## src/rtl/spmmio_arb_pkg.sv

```systemverilog
// spmmio_arb_pkg: shared definitions for the two-master MMIO arbiter.
//   NMASTER        number of masters sharing the peripheral
//   ADR_W/SEL_W    peripheral register address and byte-select widths
//   DATA_W         peripheral data width
//   state_e        access FSM encoding (IDLE -> ACCESS -> ACK -> IDLE)
package spmmio_arb_pkg;

  localparam int NMASTER = 2;
  localparam int ADR_W   = 4;
  localparam int SEL_W   = 4;
  localparam int DATA_W  = 32;

  typedef enum logic [1:0] {
    ST_IDLE   = 2'd0,
    ST_ACCESS = 2'd1,
    ST_ACK    = 2'd2
  } state_e;

endpackage

```

## src/rtl/spmmio_arb_rr.sv

```systemverilog
// spmmio_arb_rr: combinational two-input round-robin picker.
//   elig_i     eligible-master mask
//   last_i     index of the master granted most recently
//   gnt_vld_o  at least one master is eligible
//   gnt_idx_o  index of the winning master
module spmmio_arb_rr (
  input  logic [1:0] elig_i,
  input  logic       last_i,
  output logic       gnt_vld_o,
  output logic       gnt_idx_o
);

  always_comb begin
    gnt_vld_o = |elig_i;
    gnt_idx_o = 1'b0;
    case (elig_i)
      2'b01:   gnt_idx_o = 1'b0;
      2'b10:   gnt_idx_o = 1'b1;
      // Contention: the master that did not win last time goes next.
      2'b11:   gnt_idx_o = ~last_i;
      default: gnt_idx_o = 1'b0;
    endcase
  end

endmodule

```

## src/rtl/spmmio_arb.sv

```systemverilog
// spmmio_arb: arbitrates two masters onto one simple MMIO peripheral port.
// Each access takes three cycles: IDLE (arbitrate), ACCESS (cs high, the
// peripheral answers combinationally on q), ACK (m_ack pulse, m_q updated).
//
// Ports:
//   clk, reset_n        clock, asynchronous active-low reset
//   m_req/m_lock/m_we   per-master request, bus-lock, write enable (bit i)
//   m_adr/m_sel         per-master 4-bit address / byte selects (slice i)
//   m_d                 per-master 32-bit write data (slice i)
//   m_ack, m_q          per-master completion pulse and read data
//   adr, cs, sel, we, d peripheral request (registered)
//   q                   peripheral read data
//
// Build option: define SPMMIO_ARB_LOCK_EN to honour m_lock. A master that
// finishes an access with its lock bit high becomes the only eligible master
// until one of its accesses finishes with the lock bit low. When undefined,
// m_lock is ignored and no lock state is built.
module spmmio_arb
  import spmmio_arb_pkg::*;
#(
  parameter int RESET_LAST = 1
) (
  input  logic                      clk,
  input  logic                      reset_n,
  input  logic [NMASTER-1:0]        m_req,
  input  logic [NMASTER-1:0]        m_lock,
  input  logic [NMASTER*ADR_W-1:0]  m_adr,
  input  logic [NMASTER*SEL_W-1:0]  m_sel,
  input  logic [NMASTER-1:0]        m_we,
  input  logic [NMASTER*DATA_W-1:0] m_d,
  output logic [NMASTER-1:0]        m_ack,
  output logic [NMASTER*DATA_W-1:0] m_q,
  output logic [ADR_W-1:0]          adr,
  output logic                      cs,
  output logic [SEL_W-1:0]          sel,
  output logic                      we,
  output logic [DATA_W-1:0]         d,
  input  logic [DATA_W-1:0]         q
);

  localparam logic LAST_RST = 1'(RESET_LAST);

  state_e                    state_q;
  logic                      cs_q, we_q;
  logic [ADR_W-1:0]          adr_q;
  logic [SEL_W-1:0]          sel_q;
  logic [DATA_W-1:0]         d_q;
  logic [NMASTER-1:0]        ack_q;
  logic [NMASTER*DATA_W-1:0] mq_q;
  logic                      gnt_q;
  logic                      last_q;

  logic [NMASTER-1:0]        elig_d;
  logic                      gnt_vld;
  logic                      gnt_idx;

`ifdef SPMMIO_ARB_LOCK_EN
  logic lock_vld_q;
  logic lock_own_q;

  // While a lock is held only the owner may be granted.
  always_comb begin
    elig_d = m_req;
    if (lock_vld_q) elig_d = m_req & (lock_own_q ? 2'b10 : 2'b01);
  end

  // Lock state follows the lock bit of the access currently in ACCESS;
  // only the owner can be in ACCESS while locked, so gnt_q is the owner.
  always_ff @(posedge clk or negedge reset_n) begin
    if (!reset_n) begin
      lock_vld_q <= 1'b0;
      lock_own_q <= 1'b0;
    end else if (state_q == ST_ACCESS) begin
      if (m_lock[gnt_q]) begin
        lock_vld_q <= 1'b1;
        lock_own_q <= gnt_q;
      end else begin
        lock_vld_q <= 1'b0;
      end
    end
  end
`else
  logic unused_lock;
  assign unused_lock = ^m_lock;
  assign elig_d      = m_req;
`endif

  spmmio_arb_rr u_rr (
    .elig_i    (elig_d),
    .last_i    (last_q),
    .gnt_vld_o (gnt_vld),
    .gnt_idx_o (gnt_idx)
  );

  always_ff @(posedge clk or negedge reset_n) begin
    if (!reset_n) begin
      state_q <= ST_IDLE;
      cs_q    <= 1'b0;
      we_q    <= 1'b0;
      adr_q   <= '0;
      sel_q   <= '0;
      d_q     <= '0;
      ack_q   <= '0;
      mq_q    <= '0;
      gnt_q   <= 1'b0;
      last_q  <= LAST_RST;
    end else begin
      case (state_q)
        ST_IDLE: begin
          if (gnt_vld) begin
            state_q <= ST_ACCESS;
            cs_q    <= 1'b1;
            we_q    <= m_we[gnt_idx];
            adr_q   <= m_adr[gnt_idx*ADR_W +: ADR_W];
            sel_q   <= m_sel[gnt_idx*SEL_W +: SEL_W];
            d_q     <= m_d[gnt_idx*DATA_W +: DATA_W];
            gnt_q   <= gnt_idx;
            last_q  <= gnt_idx;
          end
        end
        ST_ACCESS: begin
          // q is valid now because adr has been stable since the grant edge.
          state_q                          <= ST_ACK;
          cs_q                             <= 1'b0;
          ack_q[gnt_q]                     <= 1'b1;
          mq_q[gnt_q*DATA_W +: DATA_W]     <= q;
        end
        ST_ACK: begin
          // Requests seen here are ignored; the master may still be
          // holding req for the access just acknowledged.
          state_q <= ST_IDLE;
          ack_q   <= '0;
        end
        default: state_q <= ST_IDLE;
      endcase
    end
  end

  assign cs    = cs_q;
  assign we    = we_q;
  assign adr   = adr_q;
  assign sel   = sel_q;
  assign d     = d_q;
  assign m_ack = ack_q;
  assign m_q   = mq_q;

endmodule

```

## config.mk

```make
export PLATFORM = sky130hd
export DESIGN_NAME = spmmio_arb
export DESIGN_NICKNAME = d
export VERILOG_FILES = /design/src/rtl/spmmio_arb_pkg.sv /design/src/rtl/spmmio_arb_rr.sv /design/src/rtl/spmmio_arb.sv
export SDC_FILE = /design/constraint.sdc
export NUM_CORES = 1
export LEC_CHECK = 0
export BUFFER_PORTS_ARGS = -buffer_cell sky130_fd_sc_hd__buf_2
export CAP_MARGIN = 5
export CELL_PAD_IN_SITES_DETAIL_PLACEMENT = 1
export CELL_PAD_IN_SITES_GLOBAL_PLACEMENT = 1
export CORE_MARGIN = 3
export CORE_UTILIZATION = 37
export DETAILED_ROUTE_END_ITERATION = 6
export GPL_TIMING_DRIVEN = 0
export PLACE_DENSITY_LB_ADDON = 0.25
export SYNTH_ARGS = -nofsm -noshare
export SYNTH_HDL_FRONTEND = slang
export SYNTH_SLANG_ARGS = --single-unit
```

## constraint.sdc

```tcl
create_clock -name clk -period 2.9 [get_ports clk]
set_input_delay 0.435 -clock clk [delete_from_list [all_inputs] [get_ports clk]]
set_output_delay 0.435 -clock clk [all_outputs]
set_load 0.02 [all_outputs]
```

==> qor_table.md, run 1 <==
| Parameter | Reported |
| --- | --- |
| Biggest area contributors in the synthesized netlist | dfrtp_1 (60%), mux2_2 (16%), a21oi_1 (8.7%) |
| Fmax | 584 MHz |
| Critical R2R Launch | state_q[0]$_DFFE_PN0P_ |
| Total of buffers placed on input and output ports | 225 |
| Vias/cell | 4.79 |
| Cell taking the most area after synthesis | dfrtp_1 |
| Worst setup slack before clock tree synthesis | 1.17 ns |
| CTS tree | yes |
| Rel. slew slack | 61.4% |
| Diodes inserted | 0 |
| Worst-case clock buffer depth | 2 |
| Number of DRC violations after detailed-routing iteration 0 | 116 |
| Die Ht | 118 µm |
| Proportion of total power due to net switching | 42.4% |
| Count of mapped cells out of synthesis | 390 |
| DRC violation count after routing | 0 |
| Slew of the pin with the lowest slew margin | 0.579 ns |
| Final setup violating endpoints | 0 |
| Number of nets in the finished design | 751 |
| Clock latency on the worst-skew pair | 0.35 ns |
| Initial cell density of the core | 38.3% |
| Placed cell count | 784 |
| Sequential cell area fraction in the yosys report | 60.5% |
| CTS clock-pin slew for the worst setup and hold paths | 0.08 ns |
| Share of the synthesized area in the top cell type | 60.0% |
| Cts bufs inserted | 9 |
| Type of the worst setup path | flop to flop |
| Yosys warning total | 0 |
| Number of distinct standard cells referenced by the synthesized netlist | 21 |
| Placement-stage cell area | 6000 µm² |
| Maximum fanout encountered on the critical timing path | 6 |
| Total via count in the routed design | 3,835 |
| Clock power share | 15.2% |
| Minimum period implied by the final worst setup slack | 1.71 ns |
| Status | finished clean |
| Register-to-register setup slack | 1.19 ns |
| GRT busiest layer | met2 |
| Post-Synthesis Cell Area | 4630 µm² |
| Compound-cell area share of the yosys netlist | 11.3% |
| Clk sink count | 112 |
| Summed area of non-filler cells in the final layout | 6280 µm² |
| Average cell area after synthesis | 11.9 µm² |
| Half-perimeter wire length after placement | 10.4 mm |
| Pin count of the biggest net entering global routing | 71 |
| Combinational family with the most area after synthesis | multiplexers |
| Fraction of synthesized cell area in xor and xnor cells | 0% |
| Area share of and/or/nand/nor cells after synthesis | 7.21% |
| Multi-input gate area | 1650 µm² |
| GR met3 Demand/Resource | 6.97% |
| Placer congestion estimate | 0.791 |
| Grt met1 use | 21.6% |
| H-tree levels | 3 |
| Average wire length per cell after detail routing | 16.8 µm |
| Post-CTS Hold Buffers | 0 |
| Post-synthesis to final-layout area growth | 35.6% |
| DRT Wirelength | 13.4 mm |
| Cell with the largest stage delay on the worst path | nor3b_1 |
| DIE AREA | 13,900 µm² |
| Setup Total Neg Slack | 0 ns |
| CP arrival | 1.95 ns |
| Post-CTS Setup Inserts | 0 |
| Arithmetic-cell share of the synthesized area counting full adders, half adders and majority gates | 1.08% |
| Path class of the lowest-slack min-delay path | input pin to async pin |
| Chip Width | 118 µm |
| Area inside the core boundary | 12,100 µm² |
| CP endpoint kind | flop |
| Overflow left after global routing | 0 |
| Layout cells sized above 1 | 53.8% |
| Overall track demand over capacity in global routing | 19.4% |
| Power Density | 1240 nW/µm² |
| Reg-to-reg critical path endpoint | state_q[1]$_DFFE_PN0P_ |
| Portion of netlist area occupied by mux cells | 16.0% |
| Logic gate share of total power | 49.3% |
| Final hold violation count | 0 |
| Total iterations of the first detailed-routing run | 4 |
| Synth Register Bits | 112 |
| Data required time of the critical path | 3.13 ns |
| Post-synth net total | 514 |
| Seq. cell area | 2800 µm² |
| Layout Cells excl Fill | 800 |
| Final period utilization | 59.1% |
| Total of cells resized after clock tree synthesis | 0 |
| Power spent charging and discharging nets | 0.00331 W |
| Static Leakage | 3.08 nW |
| Fill cell total of the finished layout | 1,442 |
| Logic depth of the worst register-to-register path | 4 |
| Worst clock skew | 0.0111 ns |
| Part of the total power dissipated in sequential elements | 35.5% |
| Setup repair after global routing missed its margin | false |
| Cell internal power dissipation | 0.00450 W |
| Row cnt | 40 |
| Max Cap Violations | 0 |
| Clock root buffer | clkbuf_16 |
| Number of global-route vias before repair | 4,206 |
| Delay of the slowest cell on the worst path | 0.43 ns |
| Final worst slack | 1.19 ns |
| Final-report max-slew violation count | 0 |
| # IOs | 228 |
| Antenna viol nets, final | 0 |
| Met2 Usage GRT | 34.7% |
| Number of antenna violations at the first check in global routing | 0 |
| Global-route wire length before repair | 21.7 mm |
| Cells along the critical path | inv_1, ha_1, nor3b_1, mux2_2 |
| Startpoint type of the worst setup path | flop |
| Worst-case vdd ir drop | 0.563 mV |
## worst max-delay path: cells and delay by family, from the launching register on
kind / cells / cell delay (ns)
adder cells (fa/ha/maj): 1 / 0.28
buffers and inverters: 1 / 0.11
flip-flops: 1 / 0.40
multiplexers: 1 / 0.38
AND/OR/NAND/NOR: 1 / 0.43
## per-layer routing
layer  routed length (µm)  vias to the layer above
met5                    0                        -
met4                  170                        0
met3                 1120                       12
met1                 5280                     1876
li1                     -                     1809
met2                 6870                      138
## synthesized netlist by cell type
master	instances
dfrtp_1	111
a21oi_1	81
mux2_2	66
nand2_1	45
nor2_1	42
buf_2	13
a21oi_2	7
buf_6	4
ha_1	4
clkbuf_4	3
inv_1	3
buf_4	2
a21bo_1	1
a21boi_4	1
a31oi_1	1
buf_12	1
dfstp_2	1
nor3b_1	1
o21a_1	1
o21ai_0	1
o21ai_2	1
## power groups by stage
stage / combinational (W) / clock (W) / sequential (W)
floorplan: 0.00155 / 0 / 0.00374
global placement: 0.00380 / 0 / 0.00275
detailed placement: 0.00392 / 0 / 0.00281
CTS: 0.00393 / 0.00122 / 0.00278
global route: 0.00420 / 0.00128 / 0.00288
finish: 0.00385 / 0.00118 / 0.00278
## cells by family after synthesis
| kind of cell | after synthesis |
|---|---|
| AO/OA/AOI/OAI | 94 |
| adder cells (fa/ha/maj) | 4 |
| flip-flops | 112 |
| multiplexers | 66 |
| AND/OR/NAND/NOR | 88 |
| buffers and inverters | 26 |
## metrics by stage
stage	hold slack, ns	utilization, %	total power (W)
after floorplan	0.139	-	0.00529
after global placement	0.481	49.3	0.00655
after detailed placement	0.471	49.5	0.00673
after CTS	0.0889	51.9	0.00794
after global routing	0.0926	51.9	0.00837
final	0.0693	51.9	0.00781
## layout by cell type, fill, tap and decap left out
cell          n
mux2_2       66
o21a_1        1
a21bo_1       1
a21oi_2       7
clkinv_2      1
clkinv_8      1
nor3b_1       1
inv_6         1
o21ai_0       1
dfstp_2       1
a21boi_4      1
nand2_1      45
nor2_1       42
clkbuf_16     9
clkinvlp_4    1
inv_1         3
clkbuf_1      1
buf_2       237
buf_12        1
a31oi_1       1
clkinv_4      2
a21oi_1      81
buf_6         4
ha_1          4
buf_16        1
clkbuf_4      3
o21ai_2       1
dfrtp_1     111
buf_4         3
## worst max-delay path by stage
stage	startpoint	endpoint	cells past startpoint
after floorplan	state_q[0]$_DFFE_PN0P_	state_q[0]$_DFFE_PN0P_	4
after global placement	reset_n	d[30]$_DFFE_PN0P_	1
after detailed placement	state_q[0]$_DFFE_PN0P_	state_q[1]$_DFFE_PN0P_	4
after CTS	state_q[0]$_DFFE_PN0P_	state_q[1]$_DFFE_PN0P_	4
after global routing	state_q[1]$_DFFE_PN0P_	adr[1]$_DFFE_PN0P_	7
final	state_q[0]$_DFFE_PN0P_	state_q[1]$_DFFE_PN0P_	4
## area by class of cell
| type | count | share of cell area [%] |
|---|---|---|
| Clock inverter | 6 | 0.876 |
| Inverter | 3 | 0.179 |
| Tap cell | 168 | 3.35 |
| Multi-Input combinational cell | 252 | 26.3 |
| Timing Repair Buffer | 226 | 18.4 |
| Clock buffer | 10 | 3.64 |
| Sequential cell | 112 | 44.6 |
| Buffer | 23 | 2.67 |
## state kept, by name, summed over array words and instances (netlist names)
register / count
adr: 4
cs: 1
d: 32
gnt_q: 1
last_q: 1
m_ack: 2
m_q: 64
sel: 4
state_q: 2
we: 1
Power figures use the tool's default switching activity.
==> run 2: changes to the inputs <==
--- a/config.mk
+++ b/config.mk
@@ -10,7 +10,7 @@
 export CELL_PAD_IN_SITES_DETAIL_PLACEMENT = 1
 export CELL_PAD_IN_SITES_GLOBAL_PLACEMENT = 1
 export CORE_MARGIN = 3
-export CORE_UTILIZATION = 37
+export CORE_UTILIZATION = 34
 export DETAILED_ROUTE_END_ITERATION = 6
 export GPL_TIMING_DRIVEN = 0
 export PLACE_DENSITY_LB_ADDON = 0.25
==> constraint.sdc (replaced) <==
create_clock -name clk -period 1.7 [get_ports clk]
set_input_delay 0.255 -clock clk [delete_from_list [all_inputs] [get_ports clk]]
set_output_delay 0.255 -clock clk [all_outputs]
set_load 0.02 [all_outputs]
==> qor_table.md, run 2 (same netlist as run 1, synthesis figures left out) <==
| Parameter | Reported | Delta |
| --- | --- | --- |
| Number of DRC violations after detailed-routing iteration 0 | 94 | -19% |
| Logic gate share of total power | 48.6% | -0.7 points |
| Row cnt | 42 | +5.0% |
| DIE AREA | 15,100 µm² | +8.4% |
| Status | finished clean |  |
| Layout cells sized above 1 | 54.5% | +0.70 points |
| Clk sink count | 112 | unchanged |
| DRT Wirelength | 13.4 mm | about the same |
| Total iterations of the first detailed-routing run | 4 | unchanged |
| CP endpoint kind | flop |  |
| Highest-count cells in the layout ignoring fill and taps | buf_2 (229), dfrtp_1 (111), a21oi_1 (81), mux2_2 (66), nand2_1 (43) |  |
| Minimum period implied by the final worst setup slack | 1.60 ns | -0.109 ns |
| Most common library cell in the layout ignoring fill and taps | buf_2 |  |
| Path class of the lowest-slack min-delay path | input pin to flop |  |
| Layout Cells excl Fill | 809 | +1.1% |
| Placed cell count | 792 | +1.0% |
| Part of the total power dissipated in sequential elements | 34.8% | -0.7 points |
| CTS clock-pin slew for the worst setup and hold paths | 0.08 ns | about the same |
| Fill cell total of the finished layout | 1,526 | +5.8% |
| Proportion of total power due to net switching | 42.0% | -0.40 points |
| Initial cell density of the core | 34.8% | -3.4 points |
| Rel. slew slack | 62.7% | +1.3 points |
| # IOs | 228 | unchanged |
| Final setup violating endpoints | 0 | unchanged |
| Clock latency on the worst-skew pair | 0.35 ns | about the same |
| Register-to-register setup slack | 0.1 ns | -1.09 ns |
| Total of buffers placed on input and output ports | 225 | unchanged |
| Number of nets in the finished design | 752 | +0.13% |
| Max reg flops | 64 | unchanged |
| Total via count in the routed design | 3,862 | +0.70% |
| Maximum fanout encountered on the critical timing path | 10 | +4 |
| Post-synthesis to final-layout area growth | 37.6% |  |
| Power spent charging and discharging nets | 0.00572 W | +73% |
| GR met3 Demand/Resource | 6.59% | -0.38 points |
| Static Leakage | 3.12 nW | +1.2% |
| Worst-case vdd ir drop | 0.958 mV | +70% |
| Die Ht | 123 µm | +4.1% |
| Antenna viol nets, final | 0 | unchanged |
| Diodes inserted | 0 | unchanged |
| Power Density | 2140 nW/µm² | +72% |
| Fmax | 623 MHz | +6.8% |
| Cell internal power dissipation | 0.00792 W | +76% |
| Placer congestion estimate | 0.755 | -4.6% |
| Startpoint type of the worst setup path | flop |  |
| Worst-case clock buffer depth | 2 | unchanged |
| Worst Hold Launch | m_d[6] |  |
| Final-report max-slew violation count | 0 | unchanged |
| Type of the worst setup path | flop to flop |  |
| CTS tree | yes |  |
| Pin count of the biggest net entering global routing | 58 | -18% |
| CP arrival | 1.85 ns | -0.10 ns |
| Vias/cell | 4.77 | -0.42% |
| Sum of internal, switching and leakage power | 0.0136 W | +75% |
| Number of global-route vias before repair | 4,256 | +1.2% |
| Cts bufs inserted | 9 | unchanged |
| Slew of the pin with the lowest slew margin | 0.560 ns | -0.0192 ns |
| Final period utilization | 94.4% | +35 points |
| Final core utilization | 48.0% | -3.9 points |
| Final hold slack | 0.133 ns | +0.0633 ns |
| Global-route wire length before repair | 21.0 mm | -3.3% |
| Data required time of the critical path | 1.94 ns | -1.19 ns |
| Overflow left after global routing | 0 | unchanged |
| Average wire length per cell after detail routing | 16.6 µm | -1.1% |
| Met2 Usage GRT | 29.9% | -4.8 points |
| Max Cap Violations | 0 | unchanged |
| Half-perimeter wire length after placement | 10.2 mm | -1.8% |
| Critical R2R Launch | state_q[1]$_DFFE_PN0P_ |  |
| Chip Width | 123 µm | +4.1% |
| DRC violation count after routing | 0 | unchanged |
| GRT busiest layer | met2 |  |
| Overall track demand over capacity in global routing | 17.7% | -1.7 points |
| Source of the critical timing path | state_q[1]$_DFFE_PN0P_ |  |
| Grt met1 use | 20.5% | -1.1 points |
| Final hold violation count | 0 | unchanged |
| Area inside the core boundary | 13,300 µm² | +9.8% |
| Clock power share | 16.6% | +1.4 points |
| Worst clock skew | 0.00664 ns | -0.00446 ns |
| H-tree levels | 3 | unchanged |
| Number of antenna violations at the first check in global routing | 0 | unchanged |
| Clock root buffer | clkbuf_16 |  |
run 2: what timing repair did:
item / 4_1_cts / 5_1_grt
resized for setup: 2 / 12
hold buffers: 1 / 0
endpoints found under the setup margin: 32 / 93
setup buffers: 0 / 0
hold endpoints to repair: 54 / 0
run 2: stage by stage:
step | setup slack, ns | TNS [ns] | cell area, µm²
2_1_floorplan | 0.183 | 0 | 4630
3_3_place_gp | -0.991 | -109.27 | 5980
3_5_place_dp | -0.109 | -0.605 | 6010
4_1_cts | -0.0294 | -0.376 | 6350
5_1_grt | -0.00259 | -0.00259 | 6380
6_report | 0.0958 | 0 | 6380
run 2: worst max-delay path: stages, from the launching register on:
cell and delay, ns:
dfrtp_1 0.37, inv_1 0.08, ha_1 0.27, nand2_2 0.16, clkbuf_4 0.26, mux2_2 0.36
run 2: final timing paths:
path | end | cells after the start
max reg2reg | m_q[3]$_DFFE_PN0P_ | 5
min reg2reg | m_q[40]$_DFFE_PN0P_ | 1
max in group asynchronous | m_q[46]$_DFFE_PN0P_ | 3
min | d[6]$_DFFE_PN0P_ | 3
min in group asynchronous | d[15]$_DFFE_PN0P_ | 2
max | m_q[3]$_DFFE_PN0P_ | 5
run 2: layout make-up:
cell class / instances / area [µm²] / area share, %
Buffer: 23 / 188 / 2.94
Clock buffer: 9 / 225 / 3.53
Timing Repair Buffer: 227 / 1170 / 18.3
Multi-Input combinational cell: 252 / 1660 / 26.1
Clock inverter: 7 / 95.1 / 1.49
Inverter: 3 / 11.3 / 0.177
Sequential cell: 112 / 2800 / 44.0
Tap cell: 176 / 220 / 3.45
run 2: routing by layer:
layer	part of all wire (%)	routed length, µm
met4	1.9	250
met3	10	1410
met1	39	5260
met5	0	0
met2	49	6520
run 2: power groups by stage:
stage,logic [W],clock network [W],registers [W]
2_1_floorplan,0.00265,0,0.00638
3_3_place_gp,0.00648,0,0.00469
3_5_place_dp,0.00668,0,0.00480
4_1_cts,0.00670,0.00234,0.00477
5_1_grt,0.00725,0.00246,0.00494
6_report,0.00663,0.00226,0.00475
==> run 3: changes to the inputs <==
--- a/config.mk
+++ b/config.mk
@@ -14,6 +14,7 @@
 export DETAILED_ROUTE_END_ITERATION = 6
 export GPL_TIMING_DRIVEN = 0
 export PLACE_DENSITY_LB_ADDON = 0.25
+export REMOVE_ABC_BUFFERS = 1
 export SYNTH_ARGS = -nofsm -noshare
 export SYNTH_HDL_FRONTEND = slang
 export SYNTH_SLANG_ARGS = --single-unit
==> qor_table.md, run 3 (same netlist as run 1, synthesis figures left out) <==
| Parameter | Reported | Delta |
| --- | --- | --- |
| Average wire length per cell after detail routing | 18.6 µm | +12% |
| Antenna viol nets, final | 0 | unchanged |
| Register-to-register setup slack | 0.08 ns | about the same |
| CP arrival | 1.86 ns | about the same |
| Chip Width | 123 µm | unchanged |
| Fmax | 619 MHz | -0.73% |
| Die Ht | 123 µm | unchanged |
| Status | finished clean |  |
| Total via count in the routed design | 3,896 | +0.88% |
| Overflow left after global routing | 0 | unchanged |
| Maximum fanout encountered on the critical timing path | 32 | +22 |
| Overall track demand over capacity in global routing | 19.3% | +1.6 points |
| CP endpoint kind | flop |  |
| Placed cell count | 770 | -2.8% |
| Slew of the pin with the lowest slew margin | 0.854 ns | +0.294 ns |
| Number of nets in the finished design | 733 | -2.5% |
| # IOs | 228 | unchanged |
| Worst-case vdd ir drop | 0.904 mV | -5.6% |
| Total of buffers placed on input and output ports | 225 | unchanged |
| Number of global-route vias before repair | 4,295 | +0.92% |
| Area inside the core boundary | 13,300 µm² | unchanged |
| Data required time of the critical path | 1.94 ns | about the same |
| Setup Total Neg Slack | 0 ns | unchanged |
| Placer congestion estimate | 0.761 | +0.79% |
| Clock latency on the worst-skew pair | 0.35 ns | about the same |
| Final-report max-slew violation count | 0 | unchanged |
| Final hold violation count | 0 | unchanged |
| Startpoint type of the worst setup path | flop |  |
| Clock root buffer | clkbuf_16 |  |
| DRC violation count after routing | 0 | unchanged |
| Number of antenna violations at the first check in global routing | 0 | unchanged |
| Placement-stage cell area | 5880 µm² | -2.2% |
| DIE AREA | 15,100 µm² | unchanged |
| Final setup violating endpoints | 0 | unchanged |
| Static Leakage | 3.04 nW | -2.5% |
| Path class of the lowest-slack min-delay path | input pin to flop |  |
| Setup repair after global routing missed its margin | false |  |
| Number of DRC violations after detailed-routing iteration 0 | 115 | +22% |
| CTS clock-pin slew for the worst setup and hold paths | 0.08 ns | about the same |
| Clk sink count | 112 | unchanged |
| Max Cap Violations | 0 | unchanged |
| Diodes inserted | 0 | unchanged |
| Total iterations of the first detailed-routing run | 6 | +2 |
| CTS tree | yes |  |
| Final hold slack | 0.128 ns | -0.00435 ns |
| Power Density | 2170 nW/µm² | +1.3% |
| Half-perimeter wire length after placement | 10.2 mm | -0.23% |
| Rel. slew slack | 42.9% | -20 points |
| Worst-case clock buffer depth | 2 | unchanged |
| Row cnt | 42 | unchanged |
| Pin count of the biggest net entering global routing | 72 | +24% |
| Initial cell density of the core | 34.8% | unchanged |
| Worst clock skew | 0.00569 ns | -0.000949 ns |
| Minimum period implied by the final worst setup slack | 1.62 ns | +0.0117 ns |
| Summed area of non-filler cells in the final layout | 6300 µm² | -1.1% |
| DRT Wirelength | 14.7 mm | +9.5% |
| Layout cells sized above 1 | 53.6% | -0.92 points |
| Layout Cells excl Fill | 790 | -2.3% |
| Highest-count cells in the layout ignoring fill and taps | buf_2 (224), dfrtp_1 (111), a21oi_1 (81), mux2_2 (66), nand2_1 (43) |  |
| Max reg flops | 64 | unchanged |
| Final period utilization | 95.1% | +0.69 points |
| Post-synthesis to final-layout area growth | 36.1% |  |
| Most common library cell in the layout ignoring fill and taps | buf_2 |  |
| H-tree levels | 3 | unchanged |
| Global-route wire length before repair | 22.3 mm | +6.4% |
| Vias/cell | 4.93 | +3.3% |
| Type of the worst setup path | flop to flop |  |
| Cts bufs inserted | 9 | unchanged |
## run 3: cell count changes in the layout (fill, tap and decap cells not counted), sizes merged
| cell | previous run | this run |
|---|---|---|
| buf | 241 | 227 |
| clkbuf | 17 | 10 |
| a21boi | 1 | 2 |
| a21bo | 1 | 2 |
| inv | 7 | 6 |
| o21a | 1 | 2 |
## run 3: power breakdown
group / total [W] / leakage (nW) / internal [W] / switching [W]
Combinational: 0.00664 / 1.60 / 0.00259 / 0.00406
Sequential: 0.00477 / 1.28 / 0.00405 / 0.000716
Clock: 0.00225 / 0.155 / 0.00121 / 0.00104
## run 3: repair_timing
item | in CTS | in global routing
hold buffers | 1 | 0
endpoints found under the hold margin | 40 | 0
resized for setup | 6 | 7
cloned | 2 | 1
setup endpoints to repair | 109 | 109
buffers inserted | 0 | 0
## run 3: through the flow
stage | setup slack [ns] | utilization (%) | total power, W
after global routing | 0.00448 | 47.4 | 0.0146
after CTS | -0.245 | 47.0 | 0.0137
after detailed placement | -0.422 | 44.2 | 0.0113
after global placement | -0.979 | 43.7 | 0.0110
after floorplan | -0.146 | - | 0.00883
final | 0.0841 | 47.4 | 0.0137
## run 3: path summary, 6_finish.rpt
kind | startpoint | to | cells past startpoint
max reg2reg | state_q[1]$_DFFE_PN0P_ | m_q[15]$_DFFE_PN0P_ | 4
max in group asynchronous | reset_n | m_q[49]$_DFFE_PN0P_ | 3
min in group asynchronous | reset_n | m_q[56]$_DFFE_PN0P_ | 2
min | m_d[23] | d[23]$_DFFE_PN0P_ | 3
min reg2reg | m_q[24]$_DFFE_PN0P_ | m_q[24]$_DFFE_PN0P_ | 1
max | state_q[1]$_DFFE_PN0P_ | m_q[15]$_DFFE_PN0P_ | 4
## run 3: layout make-up
type                            count  area, µm²
Inverter                            3       11.3
Clock inverter                      6       72.6
Multi-Input combinational cell    255       1770
Tap cell                          176        220
Timing Repair Buffer              228       1190
Fill cell                        1537       6990
Sequential cell                   112       2800
Clock buffer                       10        239
## run 3: critical path, cell delays in order (launching register included)
cell and delay [ns]:
dfrtp_1 0.40, inv_1 0.15, ha_2 0.36, nand2_8 0.24, mux2_2 0.34
## run 3: layer usage
| metal | global-route usage [%] | wire length (µm) | vias to the layer above |
|---|---|---|---|
| met5 | 0 | 0 | - |
| met4 | 9.73 | 514 | 0 |
| met3 | 4.65 | 781 | 35 |
| met2 | 33.8 | 7950 | 112 |
| met1 | 22.0 | 5480 | 1981 |
| li1 | - | - | 1768 |
